===== src/rtl/alu_result_stage.sv =====
// Purpose : buffers ALU results in a DEPTH-entry FIFO and tags each one with zero/negative/even-parity flags.
// Latency : a result pushed at edge t is presented at R/Z/N/P from cycle t+1; there is no combinational in->out path.
// Backpress: in_ready = not full, independent of out_ready; outputs hold stable while out_valid & ~out_ready.
//
// Ports:
//   clk, rst_n           - rising-edge clock, asynchronous active-low reset
//   in_valid/in_ready    - producer handshake carrying Y_in
//   Y_in                 - ALU result to capture
//   out_valid/out_ready  - consumer handshake carrying R/Z/N/P
//   R, Z, N, P           - head result and its stored flags (zero when empty)
//   count                - entries currently held
//   result_cnt           - results delivered, modulo 2^16
module alu_result_stage #(
    parameter int WIDTH = 8,
    parameter int DEPTH = 4
) (
    input  logic                         clk,
    input  logic                         rst_n,
    input  logic                         in_valid,
    output logic                         in_ready,
    input  logic [WIDTH-1:0]             Y_in,
    output logic                         out_valid,
    input  logic                         out_ready,
    output logic [WIDTH-1:0]             R,
    output logic                         Z,
    output logic                         N,
    output logic                         P,
    output logic [$clog2(DEPTH+1)-1:0]   count,
    output logic [15:0]                  result_cnt
);

    localparam int PW = $clog2(DEPTH);
    localparam int CW = $clog2(DEPTH+1);

    typedef struct packed {
        logic [WIDTH-1:0] dat;
        logic             z;
        logic             n;
        logic             p;
    } entry_t;

    entry_t            r_mem [DEPTH];
    logic [PW-1:0]     r_wr_ptr;
    logic [PW-1:0]     r_rd_ptr;
    logic [CW-1:0]     r_count;
    logic [15:0]       r_result_cnt;

    logic              w_push;
    logic              w_pop;
    entry_t            w_wr_entry;
    entry_t            w_head;

    // Handshake qualifiers come only from registered occupancy, so a pop
    // in the same cycle never frees a slot for a push while full.
    assign in_ready  = (r_count != CW'(DEPTH));
    assign out_valid = (r_count != '0);
    assign w_push    = in_valid & in_ready;
    assign w_pop     = out_valid & out_ready;

    // Flags are fixed at capture time and travel with the entry.
    assign w_wr_entry.dat = Y_in;
    assign w_wr_entry.z   = (Y_in == '0);
    assign w_wr_entry.n   = Y_in[WIDTH-1];
    assign w_wr_entry.p   = ~^Y_in;

    // Storage needs no reset: the output is masked whenever nothing is held.
    always_ff @(posedge clk) begin
        if (w_push) begin
            r_mem[r_wr_ptr] <= w_wr_entry;
        end
    end

    always_ff @(posedge clk or negedge rst_n) begin
        if (!rst_n) begin
            r_wr_ptr     <= '0;
            r_rd_ptr     <= '0;
            r_count      <= '0;
            r_result_cnt <= '0;
        end else begin
            if (w_push) begin
                r_wr_ptr <= r_wr_ptr + PW'(1);
            end
            if (w_pop) begin
                r_rd_ptr     <= r_rd_ptr + PW'(1);
                r_result_cnt <= r_result_cnt + 16'd1;
            end
            case ({w_push, w_pop})
                2'b10:   r_count <= r_count + CW'(1);
                2'b01:   r_count <= r_count - CW'(1);
                default: r_count <= r_count;
            endcase
        end
    end

    // Mask the head so an empty stage never shows stale data.
    always_comb begin
        w_head = '0;
        if (out_valid) begin
            w_head = r_mem[r_rd_ptr];
        end
    end

    assign R          = w_head.dat;
    assign Z          = w_head.z;
    assign N          = w_head.n;
    assign P          = w_head.p;
    assign count      = r_count;
    assign result_cnt = r_result_cnt;

endmodule

===== config.mk =====
export PLATFORM = sky130hd
export DESIGN_NAME = alu_result_stage
export DESIGN_NICKNAME = d
export VERILOG_FILES = /design/src/rtl/alu_result_stage.sv
export SDC_FILE = /design/constraint.sdc
export NUM_CORES = 1
export LEC_CHECK = 0
export CAP_MARGIN = 10
export CORE_AREA = 3 3 77 79
export DETAILED_ROUTE_END_ITERATION = 8
export DIE_AREA = 0 0 80 82
export PLACE_DENSITY = 0.84
export SYNTH_ARGS = -nofsm -noshare
export SYNTH_HDL_FRONTEND = slang
export SYNTH_SLANG_ARGS = --single-unit

===== constraint.sdc =====
create_clock -name clk -period 2.74 [get_ports clk]
set_clock_uncertainty 0.15 [all_clocks]
set_input_delay 0.548 -clock clk [delete_from_list [all_inputs] [get_ports clk]]
set_output_delay 0.548 -clock clk [all_outputs]
set_load 0.005 [all_outputs]

==> results.yml <==
clock_network:
  numCtsBuffers: 9
  cts_tree: "built"
  clk_latency_ps: 330
  cts_sinks: 63
  cts_buffer_depth: 2
  clk_pin_slew_worst_paths_ps: 60
  cts_max_level: 3
  cts_root_buf: "clkbuf_8"
cells_and_area:
  drive_above_1_share_pct: 17.01
  finalNetCount: 259
  diodes: 0
  syn_to_final_growth_pct: 26.57
  finalCoreUtilization_pct: 65.83
  fillers: 392
power:
  p_leak_nw: 1.423
  finalPower_w: 0.003509
  powerDensity_mw_per_mm2: 986.1
  ir_worst_vdd_mv: 0.5295
timing:
  worst_pin_slew_ps: 561.8
  hold_viol: 0
  timing.final.crit_period_ps: 2702
  finalCritPeriodShare_pct: 98.60
  setup_viol: 0
  max_freq_mhz: 370.1
  drv_slew: 0
  relSlewSlack_pct: 62.55
  tns_ps: 0
worst_setup_path:
  path_cells: "buf_12, mux4_2, nor2b_1, clkdlybuf4s50_1"
  worstRegToRegCells: 10
  critPathMaxStageDelay_ps: 470
  r2r_start: "count[0]"
  crit_arrival_ps: 2000
  startpoint: "r_rd_ptr[0]"
  cp-start-kind: "register"
  critPathMaxFanout: 5
  cp-end-kind: "output port"
  path_class: "reg -> out"
  cp_slowest_cell: "mux4_2"
  cp.required_ps: 2040
routing:
  vias_per_cell: 4.974
  vias: 1557
  drtIter0Drc: 89
  wl_per_cell_um: 15.34
  dr.pass1.iters: 4
  drtAntennaViolNets: 0
  routed_wl_mm: 4.802
  drc: 0
logic_synthesis:
  ys.flop_type: "edfxtp_1"
  yosys-top-cells-count: "40 x edfxtp_1, 23 x dfrtp_1, 18 x inv_1, 14 x xnor2_1"
  seq_area_frac_synth_pct: 63.20
  synth_edf_count: 40
  syn_area_mm2: 0.002811
  ys_types: 30
  synth.area.top_cells: "edfxtp_1 43%, dfrtp_1 20%, mux4_2 8.0%"
  synthArstFlopShare_pct: 36.51
  synth.avg_cell_area_um2: 15.62
  synth_top_area_cell: "edfxtp_1"
  yosysMostFrequentCell: "edfxtp_1"
  ys.warnings.count: 0
  yosys.area.top_type_share_pct: 42.72
  ys_ff_latch: 63
  synthCells: 180
  synth_fp_nets: 203
global_routing:
  met3_usage_pct: 4.057
  grt_pass1_wl_mm: 7.541
  grt_max_degree: 24
  grt-busiest-layer: "met2"
  track_usage_pct: 15.83
  antenna_found_initial: 0
  grt_pass1_vias: 1539
  grt_overflow_total: 0
  grt_use_met1_pct: 19.41
  grt.met2_usage_pct: 26.08
floorplanning:
  dieArea_mm2: 0.006560
  initial_core_util_pct: 52.01
  die_w_um: 80
  core.rowCount: 27
  coreArea_mm2: 0.005405
  pin_count: 44
  die_h_um: 82
outcome:
  status: "completed"
min_path:
  holdCritStartpoint: "result_cnt[15]"
  hold_path_depth: 1
  hold_class: "reg -> reg"
placed_design:
  routabilityCongestion: 0.7339
  dpl.hpwl_mm: 3.249
  port_buffers: 43
flow_run:
  maxCapViolCount: 0
## layer usage
metal,vias up,wire length [um]
met5,-,0
met4,0,102
met3,13,153
met2,24,2510
met1,764,2035
li1,756,-
## cells by family (layout without fill, tap and decap cells)
kind of cell    Yosys count  count (layout)  synth area share (%)
simple gates             45              45                 10.64
buf+inv                  23              84                 3.782
flops                    63              63                 63.20
mux                      12              12                 8.945
compound gates            2               2                0.8010
xor+xnor                 24              24                 7.477
fa+ha+maj                11              11                 5.162
## layout make-up
| type | instances | area (um2) | share of cell area (%) |
|---|---|---|---|
| Tap cell | 72 | 90.09 | 2.532 |
| Clock inverter | 1 | 5.005 | 0.1406 |
| Multi-Input combinational cell | 94 | 928.4 | 26.09 |
| Sequential cell | 63 | 1778 | 49.97 |
| Clock buffer | 15 | 176.4 | 4.958 |
| Inverter | 18 | 67.56 | 1.899 |
| Timing Repair Buffer | 50 | 513.0 | 14.42 |
## metrics by stage
stage | area (um2) | instances | hold slack, ps | setup slack (ps)
6_report | 3558 | 313 | 323.3 | 38.24
3_5_place_dp | 3343 | 295 | 317.1 | 142.8
3_3_place_gp | 3343 | 295 | 312.8 | 285.7
2_1_floorplan | 2811 | 180 | 102.4 | 629.1
4_1_cts | 3532 | 312 | 325.5 | 34.12
5_1_grt | 3558 | 313 | 334.3 | -12.96
## flip-flops by register name, summed over array words and instances (netlist names)
register / flops
r_rd_ptr: 2
r_wr_ptr: 2
r_mem: 40
count: 3
result_cnt: 16
## worst paths after layout
kind / end / slack, ps
max in group asynchronous: r_rd_ptr[0] / 1760
hold reg to reg: result_cnt[15] / 320
setup reg to reg: count[2] / 430
min in group asynchronous: result_cnt[12] / 420
setup / recovery: R[0] / 40
hold / removal: result_cnt[15] / 320
## layout by cell type (no fill, tap or decap), types with 6 or more instances in the layout
master / netlist / routed
clkdlybuf4s50_1: 0 / 43
edfxtp_1: 40 / 40
dfrtp_1: 23 / 22
inv_1: 18 / 18
xnor2_1: 14 / 14
clkbuf_8: 0 / 12
mux4_2: 10 / 10
nor2b_1: 10 / 10
xor2_1: 10 / 10
ha_1: 10 / 10
nor2_1: 6 / 6
nand2_1: 6 / 6
## where the power goes
group / internal (W) / switching [W]
clock network: 0.000402 / 0.000317
registers: 0.00126 / 0.000161
logic: 0.000829 / 0.000538
total: 0.00249 / 0.00102
## repair_timing
action	CTS	global route
gates resized for setup	0	1
hold buffers	0	0
cloned	0	1
endpoints found under the hold margin	0	0
setup endpoints to repair	2	3
buffers inserted	1	0
## critical path: cells and delay by family, from the launching register on
family | cells | cell delay [ps]
buffers and inverters | 2 | 610
DFF | 1 | 430
muxes | 1 | 470
and+or+nand+nor | 1 | 160
No activity file was read; power rests on OpenSTA's default activity.
